### config.mk
export PLATFORM = sky130hd
export DESIGN_NAME = elbeth_mem_arbiter
export DESIGN_NICKNAME = d
export VERILOG_FILES = /design/src/rtl/elbeth_mem_arbiter.sv
export SDC_FILE = /design/constraint.sdc
export NUM_CORES = 1
export LEC_CHECK = 0
export CAP_MARGIN = 20
export CORE_ASPECT_RATIO = 1.4
export CORE_MARGIN = 3
export CORE_UTILIZATION = 44
export CTS_BUF_LIST = sky130_fd_sc_hd__clkbuf_4 sky130_fd_sc_hd__clkbuf_8
export CTS_CLUSTER_DIAMETER = 120
export DETAILED_ROUTE_END_ITERATION = 8
export GPL_TIMING_DRIVEN = 0
export HOLD_SLACK_MARGIN = 0.12
export PLACE_DENSITY = 0.87
export SLEW_MARGIN = 20
export SYNTH_ARGS = -nofsm -noshare
export SYNTH_HDL_FRONTEND = slang
export SYNTH_SLANG_ARGS = --single-unit
### constraint.sdc
create_clock -name clk -period 9.3 [get_ports clk]
set_clock_uncertainty 0.15 [all_clocks]
set_input_delay 1.86 -clock clk [delete_from_list [all_inputs] [get_ports clk]]
set_output_delay 1.86 -clock clk [all_outputs]
set_load 0.03 [all_outputs]
### src/rtl/elbeth_mem_arbiter.sv
// elbeth_mem_arbiter: shares one memory port between instruction fetch (requester 1)
// and the load/store unit (requester 2). Round-robin on contention. Each access uses
// a valid/ready handshake to memory and ends with a one-cycle ack to the winner.
// Optional feature: define ELBETH_ARB_TIMEOUT_EN to abort accesses that wait
// TIMEOUT_CYCLES cycles without mem_ready (pulses timeout_err, returns rdata 0).
module elbeth_mem_arbiter #(
  parameter int unsigned DATA_WIDTH     = 32,
  parameter int unsigned TIMEOUT_CYCLES = 255
) (
  input  logic                  clk,
  input  logic                  rst,
  // Requester 1 (instruction fetch)
  input  logic                  req_1,
  input  logic [DATA_WIDTH-1:0] addr_1,
  input  logic [DATA_WIDTH-1:0] wdata_1,
  input  logic                  we_1,
  output logic                  ack_1,
  output logic [DATA_WIDTH-1:0] rdata_1,
  // Requester 2 (load/store unit)
  input  logic                  req_2,
  input  logic [DATA_WIDTH-1:0] addr_2,
  input  logic [DATA_WIDTH-1:0] wdata_2,
  input  logic                  we_2,
  output logic                  ack_2,
  output logic [DATA_WIDTH-1:0] rdata_2,
  // Memory port
  output logic                  mem_valid,
  output logic [DATA_WIDTH-1:0] mem_addr,
  output logic [DATA_WIDTH-1:0] mem_wdata,
  output logic                  mem_we,
  input  logic                  mem_ready,
  input  logic [DATA_WIDTH-1:0] mem_rdata,
  // Status
  output logic                  grant_sel,
  output logic                  busy,
  output logic                  timeout_err
);

  typedef enum logic [1:0] {
    StIdle   = 2'd0,
    StServe1 = 2'd1,
    StServe2 = 2'd2
  } state_e;

  state_e                state_q;
  // 1 = requester 1 was granted last; resets to 0 so requester 1 wins the first tie
  logic                  last_1_q;
  logic                  mem_valid_q;
  logic [DATA_WIDTH-1:0] mem_addr_q;
  logic [DATA_WIDTH-1:0] mem_wdata_q;
  logic                  mem_we_q;
  logic                  ack_1_q;
  logic                  ack_2_q;
  logic [DATA_WIDTH-1:0] rdata_1_q;
  logic [DATA_WIDTH-1:0] rdata_2_q;
  logic                  grant_sel_q;
  logic                  busy_q;

  logic                  pick_1;
  logic                  pick_2;
  logic                  serving_1;

  // Winner selection in IDLE: a tie goes to the requester that was not granted last
  always_comb begin
    pick_1    = req_1 & (~req_2 | ~last_1_q);
    pick_2    = req_2 & (~req_1 | last_1_q);
    serving_1 = (state_q == StServe1);
  end

`ifdef ELBETH_ARB_TIMEOUT_EN
  localparam int unsigned   CntW    = $clog2(TIMEOUT_CYCLES + 1);
  // Abort happens on the edge that would complete the TIMEOUT_CYCLES-th wait cycle
  localparam logic [CntW-1:0] CntLast = CntW'(TIMEOUT_CYCLES - 1);

  logic [CntW-1:0] wait_cnt_q;
  logic            timeout_err_q;

  // Arbitration FSM with registered outputs and wait-cycle watchdog
  always_ff @(posedge clk or posedge rst) begin
    if (rst) begin
      state_q       <= StIdle;
      last_1_q      <= 1'b0;
      mem_valid_q   <= 1'b0;
      mem_addr_q    <= '0;
      mem_wdata_q   <= '0;
      mem_we_q      <= 1'b0;
      ack_1_q       <= 1'b0;
      ack_2_q       <= 1'b0;
      rdata_1_q     <= '0;
      rdata_2_q     <= '0;
      grant_sel_q   <= 1'b0;
      busy_q        <= 1'b0;
      wait_cnt_q    <= '0;
      timeout_err_q <= 1'b0;
    end else begin
      ack_1_q       <= 1'b0;
      ack_2_q       <= 1'b0;
      timeout_err_q <= 1'b0;
      unique case (state_q)
        StIdle: begin
          if (pick_1) begin
            state_q     <= StServe1;
            last_1_q    <= 1'b1;
            grant_sel_q <= 1'b1;
            mem_addr_q  <= addr_1;
            mem_wdata_q <= wdata_1;
            mem_we_q    <= we_1;
            mem_valid_q <= 1'b1;
            busy_q      <= 1'b1;
            wait_cnt_q  <= '0;
          end else if (pick_2) begin
            state_q     <= StServe2;
            last_1_q    <= 1'b0;
            grant_sel_q <= 1'b0;
            mem_addr_q  <= addr_2;
            mem_wdata_q <= wdata_2;
            mem_we_q    <= we_2;
            mem_valid_q <= 1'b1;
            busy_q      <= 1'b1;
            wait_cnt_q  <= '0;
          end
        end
        StServe1, StServe2: begin
          if (mem_ready) begin
            // Completion beats a coincident timeout
            state_q     <= StIdle;
            mem_valid_q <= 1'b0;
            busy_q      <= 1'b0;
            if (serving_1) begin
              ack_1_q   <= 1'b1;
              rdata_1_q <= mem_rdata;
            end else begin
              ack_2_q   <= 1'b1;
              rdata_2_q <= mem_rdata;
            end
          end else if (wait_cnt_q == CntLast) begin
            state_q       <= StIdle;
            mem_valid_q   <= 1'b0;
            busy_q        <= 1'b0;
            timeout_err_q <= 1'b1;
            if (serving_1) begin
              ack_1_q   <= 1'b1;
              rdata_1_q <= '0;
            end else begin
              ack_2_q   <= 1'b1;
              rdata_2_q <= '0;
            end
          end else begin
            wait_cnt_q <= wait_cnt_q + 1'b1;
          end
        end
        default: state_q <= StIdle;
      endcase
    end
  end

  assign timeout_err = timeout_err_q;
`else
  // Without the watchdog the timeout limit is irrelevant
  logic unused_timeout_cycles;
  assign unused_timeout_cycles = ^TIMEOUT_CYCLES;

  // Arbitration FSM with registered outputs; waits for mem_ready indefinitely
  always_ff @(posedge clk or posedge rst) begin
    if (rst) begin
      state_q     <= StIdle;
      last_1_q    <= 1'b0;
      mem_valid_q <= 1'b0;
      mem_addr_q  <= '0;
      mem_wdata_q <= '0;
      mem_we_q    <= 1'b0;
      ack_1_q     <= 1'b0;
      ack_2_q     <= 1'b0;
      rdata_1_q   <= '0;
      rdata_2_q   <= '0;
      grant_sel_q <= 1'b0;
      busy_q      <= 1'b0;
    end else begin
      ack_1_q <= 1'b0;
      ack_2_q <= 1'b0;
      unique case (state_q)
        StIdle: begin
          if (pick_1) begin
            state_q     <= StServe1;
            last_1_q    <= 1'b1;
            grant_sel_q <= 1'b1;
            mem_addr_q  <= addr_1;
            mem_wdata_q <= wdata_1;
            mem_we_q    <= we_1;
            mem_valid_q <= 1'b1;
            busy_q      <= 1'b1;
          end else if (pick_2) begin
            state_q     <= StServe2;
            last_1_q    <= 1'b0;
            grant_sel_q <= 1'b0;
            mem_addr_q  <= addr_2;
            mem_wdata_q <= wdata_2;
            mem_we_q    <= we_2;
            mem_valid_q <= 1'b1;
            busy_q      <= 1'b1;
          end
        end
        StServe1, StServe2: begin
          if (mem_ready) begin
            state_q     <= StIdle;
            mem_valid_q <= 1'b0;
            busy_q      <= 1'b0;
            if (serving_1) begin
              ack_1_q   <= 1'b1;
              rdata_1_q <= mem_rdata;
            end else begin
              ack_2_q   <= 1'b1;
              rdata_2_q <= mem_rdata;
            end
          end
        end
        default: state_q <= StIdle;
      endcase
    end
  end

  assign timeout_err = 1'b0;
`endif

  // Registered state drives every output directly
  always_comb begin
    mem_valid = mem_valid_q;
    mem_addr  = mem_addr_q;
    mem_wdata = mem_wdata_q;
    mem_we    = mem_we_q;
    ack_1     = ack_1_q;
    ack_2     = ack_2_q;
    rdata_1   = rdata_1_q;
    rdata_2   = rdata_2_q;
    grant_sel = grant_sel_q;
    busy      = busy_q;
  end

endmodule

Yosys cells after proc, flatten, opt, wreduce, memory -nomap -nowiden

Cells that the tools add are included.

Memory bits (read-only): 0
Memory bits (writable): 0
Register bits: 135
Output and inout port bits: 135
Memories kept: 0
Latch bits: 0

Order comparisons: 0
Mux-type cells: 22
$mul: 0
Reductions and logical operators: 9
$add $sub $neg: 0
Shift operators: 0
Div/mod/pow operators: 0
Bitwise operators: 8
Equal/unequal tests: 4

Operator list:

| kind               | number |
|---|---|
| $mux 32            | 4 |
| $mux 1             | 13 |
| $reduce_and 3->1   | 3 |
| $mux 2             | 3 |
| $not 1->1          | 4 |
| $pmux 2 s2         | 1 |
| $reduce_and 2->1   | 2 |
| $reduce_bool 2->1  | 2 |
| $ne 3x3->1 const B | 1 |
| $and 1x1->1        | 2 |
| $eq 2x1->1 const B | 1 |
| $eq 2x2->1 const B | 1 |
| $logic_not 2->1    | 1 |
| $ne 2x2->1 const B | 1 |
| $or 1x1->1         | 2 |
| $pmux 1 s2         | 1 |
| $reduce_or 2->1    | 1 |

Logic depth before layout (Yosys ltp)

Gate-level depths: netlist (run 1).

Depth after elaboration: 6
Mapped depth: 8

Worst setup path before layout (run 1)

Ideal clock, no wire load.

Path kind: in2reg
From: in mem_ready
To: reg rdata_2_q[10], in the netlist rdata_2[10]
Path slack: 6.434 ns
Data required time: 9.025 ns
Path buffers: 1
Library setup time: 0.125 ns
Arrival time: 2.591 ns
Stages: 3
Cell sequence: nand3b_1 -> buf_2 -> mux2_2

Cells in the longest elaborated chain, start to end: 1

Ends and longest elaborated chain:

| item                       | line | RTL |
|---|---|---|
| from (decl)                | 31   | `input logic mem_ready,` |
| $reduce_and 3->1 (no line) | n/a  |  |
| to (signal assigned)       | 213  | `rdata_2_q <= mem_rdata;` |
| to (decl)                  | 55   | `logic [DATA_WIDTH-1:0] rdata_2_q;` |

No other way between the ends.
A chain may end at the register's enable or synchronous reset.

==> impl_metrics.json, run 1 <==
{
  "stdcell_count": 1006,
  "first_global_vias": 5778,
  "drt_iter0_markers": 150,
  "crit_required_ps": 7290,
  "die_y_um": 140,
  "peakVddDrop_v": 0.000218,
  "drt-wirelength-per-cell_um": 19.0,
  "p_leak_nw": 3.94,
  "postCtsHoldBufs": 0,
  "ctsResizeCount": 0,
  "hold_path_class": "reg2reg",
  "swShare_pct": 43.9,
  "core-area_mm2": 0.0124,
  "grt_use_met2_pct": 49.2,
  "worst_slack_ps": 5640,
  "worstPathMaxFanout": 4,
  "die_x_um": 102,
  "cts_max_path_buffers": 2,
  "cts-root-buf": "clkbuf_8",
  "fmax_mhz": 274,
  "ys_types": 22,
  "die_area_mm2": 0.0143,
  "synth.net_count": 692,
  "syn_area_mm2": 0.00566,
  "gp_congestion": 0.933,
  "grt_overflow_total": 0,
  "dp_cells": 974,
  "critical_path.endpoint": "mem_valid",
  "p_int_mw": 1.96,
  "reg2reg_depth": 5,
  "maxSlewViolCount": 0,
  "dr.pass1.iters": 4,
  "grt_pass1_wl_um": 29600,
  "ant_nets": 0,
  "io_buffers": 300,
  "cts_tree": "done",
  "h-tree-depth": 4,
  "startpoint": "busy$_DFFE_PP0P_",
  "reg2reg_slack_ps": 7300,
  "final_cell_mix": "300 x clkdlybuf4s50_1, 135 x dfrtp_1, 131 x nand2_1",
  "ys_warn_count": 0,
  "io_pins": 302,
  "cts.sinks": 135,
  "vias_per_cell": 5.22,
  "pwr-share-seq_pct": 30.2,
  "cts_buffers": 17,
  "postCtsSetupBuffers": 0,
  "switchingPower_mw": 1.53,
  "reg2reg_from": "state_q[0]$_DFFE_PP0P_",
  "finalSetupViolCount": 0,
  "rsz0062_at_grt": "no",
  "grt_max_degree": 73,
  "drv_cap": 0,
  "total_power_mw": 3.50,
  "outcome": "finished, final reports clean",
  "power_density_mw_per_mm2": 378,
  "crit_arrival_ps": 1650,
  "ys_ff_latch": 135,
  "place_ws_ps": 5680,
  "syn2layout_area_growth_pct": 63.8,
  "antenna_found_initial": 0,
  "rows": 48,
  "start_util_pct": 45.5,
  "gr-usage-met1_pct": 28.2,
  "drive_gt1_share_pct": 16.0,
  "clock_latency_ps": 430,
  "syn_inst": 523,
  "wl_um": 19100,
  "fin_crit_sh_pct": 39.3,
  "hpwl_um": 15300,
  "synth.avg_cell_area_um2": 10.8,
  "rr_endpoint": "rdata_2[10]$_DFFE_PP0P_",
  "power_frac_comb_pct": 56.4,
  "final.min_clock_period_ps": 3660,
  "p_clk_share_pct": 13.4,
  "crit_path_end_kind": "output port",
  "grtUsageTotal_pct": 27.1,
  "vias": 5253,
  "n_antenna_cell": 0,
  "met3_usage_pct": 10.4,
  "nets": 1012,
  "drc": 0,
  "tns_ps": 0,
  "top_usage_layer": "met2",
  "clk_pin_slew_ps": 90,
  "synth_seq_area_share_pct": 59.7,
  "critPathLaunchType": "flip-flop",
  "layout_commonest_cell": "clkdlybuf4s50_1",
  "crit_type": "reg2out",
  "hold_viol": 0
}
-- power by group through the flow --
| stage | registers [mW] | clock network (mW) | logic, mW |
|---|---|---|---|
| after floorplan | 1.62 | 0 | 0.532 |
| after global placement | 1.04 | 0 | 1.93 |
| after detailed placement | 1.06 | 0 | 1.98 |
| after CTS | 1.05 | 0.479 | 1.99 |
| after global routing | 1.09 | 0.506 | 2.08 |
| final | 1.06 | 0.470 | 1.97 |
-- flip-flops by register name, summed over array words and instances, names as in the netlist --
register,count
mem_we,1
rdata_1,32
ack_1,1
mem_wdata,32
grant_sel,1
busy,1
state_q,2
rdata_2,32
ack_2,1
mem_addr,32
-- stage by stage --
stage | utilization [%] | instance area, µm² | hold WS, ps
after floorplan | - | 5660 | 339
after global placement | 71.2 | 8850 | 336
after detailed placement | 71.4 | 8880 | 344
after CTS | 74.5 | 9260 | 363
after global routing | 74.5 | 9260 | 382
final | 74.5 | 9260 | 361
-- synthesized netlist by cell type --
cell       count  area share (%)
o21ai_0        3            0.27
clkbuf_1       1           0.066
a21bo_2        2            0.35
nand3b_1       1            0.13
mux2_2        64              13
a21boi_2       1            0.20
buf_4         13             1.7
buf_2         18             1.6
inv_1          6            0.40
nand2b_1       1            0.11
buf_6          5             1.0
o21a_1         1            0.13
dfrtp_1      135              60
conb_1         1           0.066
o2bb2ai_1      1            0.15
nand2_1      131             8.7
nor2_1        66             4.4
o22ai_1        1            0.11
nor2b_1        2            0.22
ha_1           2            0.44
a21oi_1        2            0.18
a31oi_1       66             7.3
-- critical path, stage by stage (launching register included) --
cell and delay (ps):
dfrtp_1 420, buf_4 130, clkdlybuf4s50_1 660
-- kinds of logic after synthesis --
| logic type | share of synthesized area (%) |
|---|---|
| AO/OA/AOI/OAI | 8.69 |
| adder cells (fa/ha/maj) | 0.442 |
| buffers and inverters | 4.78 |
| flip-flops | 59.7 |
| multiplexers | 12.7 |
| other | 0.0663 |
| AND/OR/NAND/NOR | 13.5 |
-- worst min path at each step --
stage / startpoint / end / slack (ps) / depth (start not counted)
after detailed placement: rdata_2[18]$_DFFE_PP0P_ / rdata_2[18]$_DFFE_PP0P_ / 340 / 1
after global placement: rdata_1[10]$_DFFE_PP0P_ / rdata_1[10]$_DFFE_PP0P_ / 340 / 1
after global routing: rdata_2[5]$_DFFE_PP0P_ / rdata_2[5]$_DFFE_PP0P_ / 380 / 1
final: rdata_1[27]$_DFFE_PP0P_ / rdata_1[27]$_DFFE_PP0P_ / 360 / 1
after floorplan: state_q[1]$_DFFE_PP0P_ / state_q[1]$_DFFE_PP0P_ / 340 / 2
after CTS: rdata_1[28]$_DFFE_PP0P_ / rdata_1[28]$_DFFE_PP0P_ / 360 / 1
-- layout make-up --
| cell class | count | area (µm²) |
|---|---|---|
| Clock inverter | 14 | 140 |
| Timing Repair Buffer | 301 | 3030 |
| Fill cell | 829 | 3170 |
| Tap cell | 150 | 188 |
| Inverter | 6 | 30.0 |
| Multi-Input combinational cell | 345 | 2010 |
| Sequential cell | 135 | 3380 |
| Buffer | 37 | 248 |
| Clock buffer | 18 | 241 |
-- routing by layer --
layer  up-vias  wire [µm]
met3        34       1970
met5         -          0
met2       285      10100
met1      2522       6630
met4         0        472
li1       2412          -
Power figures use the tool's default switching activity.
==> run 2: changes to the inputs <==
--- a/config.mk
+++ b/config.mk
@@ -8,13 +8,13 @@
 export CAP_MARGIN = 20
 export CORE_ASPECT_RATIO = 1.4
 export CORE_MARGIN = 3
-export CORE_UTILIZATION = 44
+export CORE_UTILIZATION = 41
 export CTS_BUF_LIST = sky130_fd_sc_hd__clkbuf_4 sky130_fd_sc_hd__clkbuf_8
 export CTS_CLUSTER_DIAMETER = 120
 export DETAILED_ROUTE_END_ITERATION = 8
 export GPL_TIMING_DRIVEN = 0
 export HOLD_SLACK_MARGIN = 0.12
-export PLACE_DENSITY = 0.87
+export PLACE_DENSITY = 0.81
 export SLEW_MARGIN = 20
 export SYNTH_ARGS = -nofsm -noshare
 export SYNTH_HDL_FRONTEND = slang
==> constraint.sdc (replaced) <==
create_clock -name clk -period 3.57 [get_ports clk]
set_clock_uncertainty 0.15 [all_clocks]
set_input_delay 0.714 -clock clk [delete_from_list [all_inputs] [get_ports clk]]
set_output_delay 0.714 -clock clk [all_outputs]
set_load 0.03 [all_outputs]
==> run 2 against run 1 <==
Core utilization is 5.0 points lower. Worst setup slack worse by 4600 ps. Die area is 6.9% higher. Sequential share of layout area is 0.31 points lower.
==> impl_metrics.json, run 2 (synthesis results as in run 1) <==
{
  "outcome": "finished, final reports clean",
  "crit_family": "buffers and inverters",
  "gp_congestion": 0.835,
  "cts_tree": "done",
  "worstPathMaxFanout": 4,
  "crit_type": "reg2out",
  "ctsResizeCount": 0,
  "crit_path_end_kind": "output port",
  "vias_per_cell": 5.09,
  "rsz0062_at_grt": "no",
  "nets": 1015,
  "critical_path.endpoint": "mem_valid",
  "crit_required_ps": 2710,
  "start_util_pct": 42.0,
  "grt_overflow_total": 0,
  "reg2reg_from": "state_q[0]$_DFFE_PP0P_",
  "die_area_mm2": 0.0153,
  "critPathLaunchType": "flip-flop",
  "antenna_found_initial": 0,
  "die_x_um": 105,
  "power_density_mw_per_mm2": 969,
  "maxSlewViolCount": 0,
  "io_pins": 302,
  "drt-wirelength-per-cell_um": 18.3,
  "layout_commonest_cell": "clkdlybuf4s50_1",
  "hold_viol": 0,
  "cp_slowest_stage_delay_ps": 650,
  "ant_nets": 0,
  "dr.pass1.iters": 4,
  "grt_pass1_wl_um": 29700,
  "rr_endpoint": "rdata_2[10]$_DFFE_PP0P_",
  "drc": 0,
  "reg2reg_depth": 5,
  "hold_path_class": "reg2reg",
  "final_area_mm2": 0.00934,
  "tightest_slew_ps": 505,
  "hpwl_um": 15200,
  "dp_cells": 1009,
  "io_buffers": 300,
  "first_global_vias": 5555,
  "peakVddDrop_v": 0.000449,
  "cp.depth": 2,
  "die_y_um": 145,
  "cts.sinks": 135,
  "h-tree-depth": 4,
  "clock_latency_ps": 440,
  "fmax_mhz": 396,
  "grt_max_degree": 35,
  "final.min_clock_period_ps": 2520,
  "fin_crit_sh_pct": 70.7,
  "core-area_mm2": 0.0135,
  "postCtsHoldBufs": 0,
  "worst-path-buf-inv": 2,
  "slew_headroom_pct": 66.4,
  "postCtsSetupBuffers": 0,
  "p_leak_nw": 3.97,
  "path_cells": "buf_4 -> clkdlybuf4s50_1",
  "cts_max_path_buffers": 2,
  "dpl_cell_area_mm2": 0.00898,
  "whs_ps": 361,
  "drive_gt1_share_pct": 16.3,
  "wl_um": 19000,
  "cts-root-buf": "clkbuf_8",
  "cpMaxStageDelayCell": "clkdlybuf4s50_1",
  "drv_cap": 0,
  "clk_pin_slew_ps": 80,
  "stdcell_count": 1041,
  "vias": 5302,
  "place_ws_ps": 1100,
  "syn2layout_area_growth_pct": 65.2,
  "drt_iter0_markers": 198,
  "worst_slack_ps": 1050,
  "cts_buffers": 17,
  "final_cell_mix": "300 x clkdlybuf4s50_1, 135 x dfrtp_1, 131 x nand2_1",
  "rows": 50,
  "crit_arrival_ps": 1660,
  "reg2reg_slack_ps": 1590,
  "finalSetupViolCount": 0,
  "n_antenna_cell": 0,
  "grtUsageTotal_pct": 24.9,
  "startpoint": "busy$_DFFE_PP0P_"
}
==> run 2: cell count changes in the layout (fill, tap and decap cells not counted) <==
| cell | change |
|---|---|
| buf_12 | +3 |
| bufinv_16 | -1 |
| clkbuf_4 | -1 |
| clkinv_2 | +1 |
| clkinvlp_4 | -1 |
| inv_6 | +1 |
| inv_8 | +1 |
==> run 2: worst min path at each step <==
stage	from	to	slack [ps]	cells after the start
floorplan	state_q[1]$_DFFE_PP0P_	state_q[1]$_DFFE_PP0P_	340	2
global placement	rdata_1[10]$_DFFE_PP0P_	rdata_1[10]$_DFFE_PP0P_	340	1
detailed placement	rdata_1[13]$_DFFE_PP0P_	rdata_1[13]$_DFFE_PP0P_	340	1
CTS	rdata_1[13]$_DFFE_PP0P_	rdata_1[13]$_DFFE_PP0P_	360	1
global route	rdata_2[27]$_DFFE_PP0P_	rdata_2[27]$_DFFE_PP0P_	370	1
finish	rdata_1[17]$_DFFE_PP0P_	rdata_1[17]$_DFFE_PP0P_	360	1
==> run 2: where the power goes <==
part	switching [mW]	internal [mW]	total [mW]
Sequential	0.421	2.31	2.73
Combinational	2.89	2.24	5.13
Clock	0.690	0.508	1.20
==> run 2: routing by layer <==
| metal | GRT usage, % | up-vias | routed length (µm) |
|---|---|---|---|
| li1 | - | 2412 | - |
| met1 | 27.0 | 2544 | 6840 |
| met2 | 45.1 | 305 | 9890 |
| met3 | 9.12 | 41 | 1850 |
| met4 | 7.09 | 0 | 427 |
| met5 | 0 | - | 0 |
==> run 2: worst register-to-register path, cell delays in order (launching register included) <==
cell and delay [ps]:
dfrtp_1 380, inv_1 60, ha_1 330, nand3b_1 250
buf_2 330, mux2_2 380
==> run 2: final cells by class <==
cell class	count	area [µm²]
Tap cell	182	228
Multi-Input combinational cell	345	2010
Inverter	6	26.3
Timing Repair Buffer	304	3090
Clock buffer	17	234
Sequential cell	135	3380
Fill cell	1013	4110
Clock inverter	15	131
Buffer	37	248
==> run 2: through the flow <==
stage          utilization (%)  TNS (ps)  total power, mW
3_5_place_dp              66.7         0             7.91
4_1_cts                   69.5         0             9.12
3_3_place_gp              66.1     -9730             7.75
6_report                  69.5         0             9.06
2_1_floorplan                -         0             5.62
5_1_grt                   69.5         0             9.50
==> run 3: changes to the inputs <==
--- a/config.mk
+++ b/config.mk
@@ -8,13 +8,13 @@
 export CAP_MARGIN = 20
 export CORE_ASPECT_RATIO = 1.4
 export CORE_MARGIN = 3
-export CORE_UTILIZATION = 41
+export CORE_UTILIZATION = 37
 export CTS_BUF_LIST = sky130_fd_sc_hd__clkbuf_4 sky130_fd_sc_hd__clkbuf_8
 export CTS_CLUSTER_DIAMETER = 120
 export DETAILED_ROUTE_END_ITERATION = 8
 export GPL_TIMING_DRIVEN = 0
 export HOLD_SLACK_MARGIN = 0.12
-export PLACE_DENSITY = 0.81
+export PLACE_DENSITY = 0.77
 export SLEW_MARGIN = 20
 export SYNTH_ARGS = -nofsm -noshare
 export SYNTH_HDL_FRONTEND = slang
==> constraint.sdc (replaced) <==
create_clock -name clk -period 2.2 [get_ports clk]
set_clock_uncertainty 0.15 [all_clocks]
set_input_delay 0.44 -clock clk [delete_from_list [all_inputs] [get_ports clk]]
set_output_delay 0.44 -clock clk [all_outputs]
set_load 0.03 [all_outputs]
==> run 3 against run 2 <==
Critical path depth decreased by 1. Flip-flop and latch count unchanged. Count of clock-buffer cells in the layout increased by 1. First-iteration DRC count increased by 10%. Largest cell class unchanged. Non-clock buffer count unchanged.
==> impl_metrics.json, run 3 (synthesis results as in run 1) <==
{
  "io_pins": 302,
  "die_x_um": 110,
  "final.min_clock_period_ps": 2130,
  "grt_pass1_wl_um": 28800,
  "crit_arrival_ps": 1540,
  "outcome": "finished, final reports clean",
  "dp_cells": 1016,
  "cts_buffers": 17,
  "hold_viol": 0,
  "drt-wirelength-per-cell_um": 17.8,
  "cts-root-buf": "clkbuf_8",
  "slew_headroom_pct": 52.2,
  "gp_congestion": 0.838,
  "h-tree-depth": 4,
  "worst_slack_ps": 70.6,
  "rows": 52,
  "power_density_mw_per_mm2": 1570,
  "grt_max_degree": 32,
  "ant_nets": 0,
  "cts_tree": "done",
  "cpMaxStageDelayCell": "clkdlybuf4s50_1",
  "whs_ps": 330,
  "stdcell_count": 1048,
  "cts.sinks": 135,
  "vias_per_cell": 4.89,
  "tns_ps": 0,
  "worstPathMaxFanout": 2,
  "final_cell_mix": "297 x clkdlybuf4s50_1, 135 x dfrtp_1, 131 x nand2_1",
  "antenna_found_initial": 1,
  "core-area_mm2": 0.0147,
  "cp_slowest_stage_delay_ps": 700,
  "drv_cap": 0,
  "syn2layout_area_growth_pct": 66.0,
  "rsz0062_at_grt": "no",
  "fmax_mhz": 470,
  "peakVddDrop_v": 0.000830,
  "wl_um": 18600,
  "grt_overflow_total": 0,
  "maxSlewViolCount": 0,
  "drt_iter0_markers": 218,
  "first_global_vias": 5354,
  "start_util_pct": 38.5,
  "p_leak_nw": 3.98,
  "path_cells": "clkdlybuf4s50_1",
  "crit_path_end_kind": "output port",
  "die_area_mm2": 0.0168,
  "dr.pass1.iters": 4,
  "drc": 0,
  "crit_required_ps": 1610,
  "postCtsHoldBufs": 0,
  "hpwl_um": 14800,
  "crit_family": "buffers and inverters",
  "critPathLaunchType": "flip-flop",
  "nets": 1015,
  "n_antenna_cell": 0,
  "finalSetupViolCount": 0,
  "place_ws_ps": -19.8,
  "vias": 5129,
  "crit_type": "reg2out",
  "layout_commonest_cell": "clkdlybuf4s50_1",
  "drive_gt1_share_pct": 16.3,
  "die_y_um": 152,
  "worst-path-buf-inv": 1,
  "clk_pin_slew_ps": 90,
  "grtUsageTotal_pct": 21.8,
  "clock_latency_ps": 420,
  "fin_crit_sh_pct": 96.8,
  "cts_max_path_buffers": 2,
  "hold_path_class": "in2async",
  "tightest_slew_ps": 716,
  "io_buffers": 300
}
-- run 3: cell types whose count changed in the layout (fill, tap and decap cells not counted) --
| cell | delta |
|---|---|
| clkinv_2 | -1 |
| dlygate4sd2_1 | +3 |
| inv_6 | -3 |
| clkinv_8 | +1 |
| clkbuf_8 | +1 |
| clkinv_4 | +1 |
| bufinv_16 | +1 |
| clkdlybuf4s50_1 | -3 |
-- run 3: metrics by stage --
step,instance area (µm²),util [%],power [mW]
6_report,9390,63.8,14.8
5_1_grt,9390,63.8,15.5
4_1_cts,9390,63.8,14.9
3_5_place_dp,8990,61.1,12.8
3_3_place_gp,8900,60.5,12.6
2_1_floorplan,5660,-,9.12
-- run 3: area by class of cell --
cell class / instances / area, µm²
buffer: 37 / 248
clock buffer: 18 / 248
clock inverter: 14 / 155
fill: 1257 / 5320
inverter: 6 / 26.3
multi-input combinational: 345 / 2010
sequential: 135 / 3380
tap: 189 / 236
timing repair buffer: 304 / 3090
-- run 3: path summary, 6_finish.rpt --
path / slack [ps] / cells after the start / to / from
worst min-delay path: 330 / 2 / rdata_2[14]$_DFFE_PP0P_ / rst
worst max register to register: 250 / 5 / rdata_2[9]$_DFFE_PP0P_ / state_q[0]$_DFFE_PP0P_
worst min register to register: 360 / 1 / rdata_1[31]$_DFFE_PP0P_ / rdata_1[31]$_DFFE_PP0P_
max in group asynchronous: 730 / 4 / mem_wdata[0]$_DFFE_PP0P_ / rst
min in group clk: 360 / 1 / rdata_1[31]$_DFFE_PP0P_ / rdata_1[31]$_DFFE_PP0P_
worst max-delay path: 70 / 1 / mem_wdata[18] / mem_wdata[18]$_DFFE_PP0P_
-- run 3: repair_timing --
| action | CTS | global route |
|---|---|---|
| setup endpoints to repair | 3 | 0 |
| resized for setup | 3 | 0 |
| setup buffers | 0 | 0 |
-- run 3: where the power goes --
part / switching, mW / total [mW] / internal (mW)
Combinational: 4.66 / 8.27 / 3.61
Sequential: 0.670 / 4.41 / 3.74
Clock: 1.11 / 2.09 / 0.973
Total: 6.44 / 14.8 / 8.32
-- run 3: layer usage --
layer | wire [µm] | share of wire (%) | global-route usage (%)
met1 | 7030 | 38 | 23.7
met2 | 9520 | 51 | 38.9
met3 | 1580 | 8.5 | 7.95
met4 | 488 | 2.6 | 8.10
met5 | 13 | 0.070 | 0
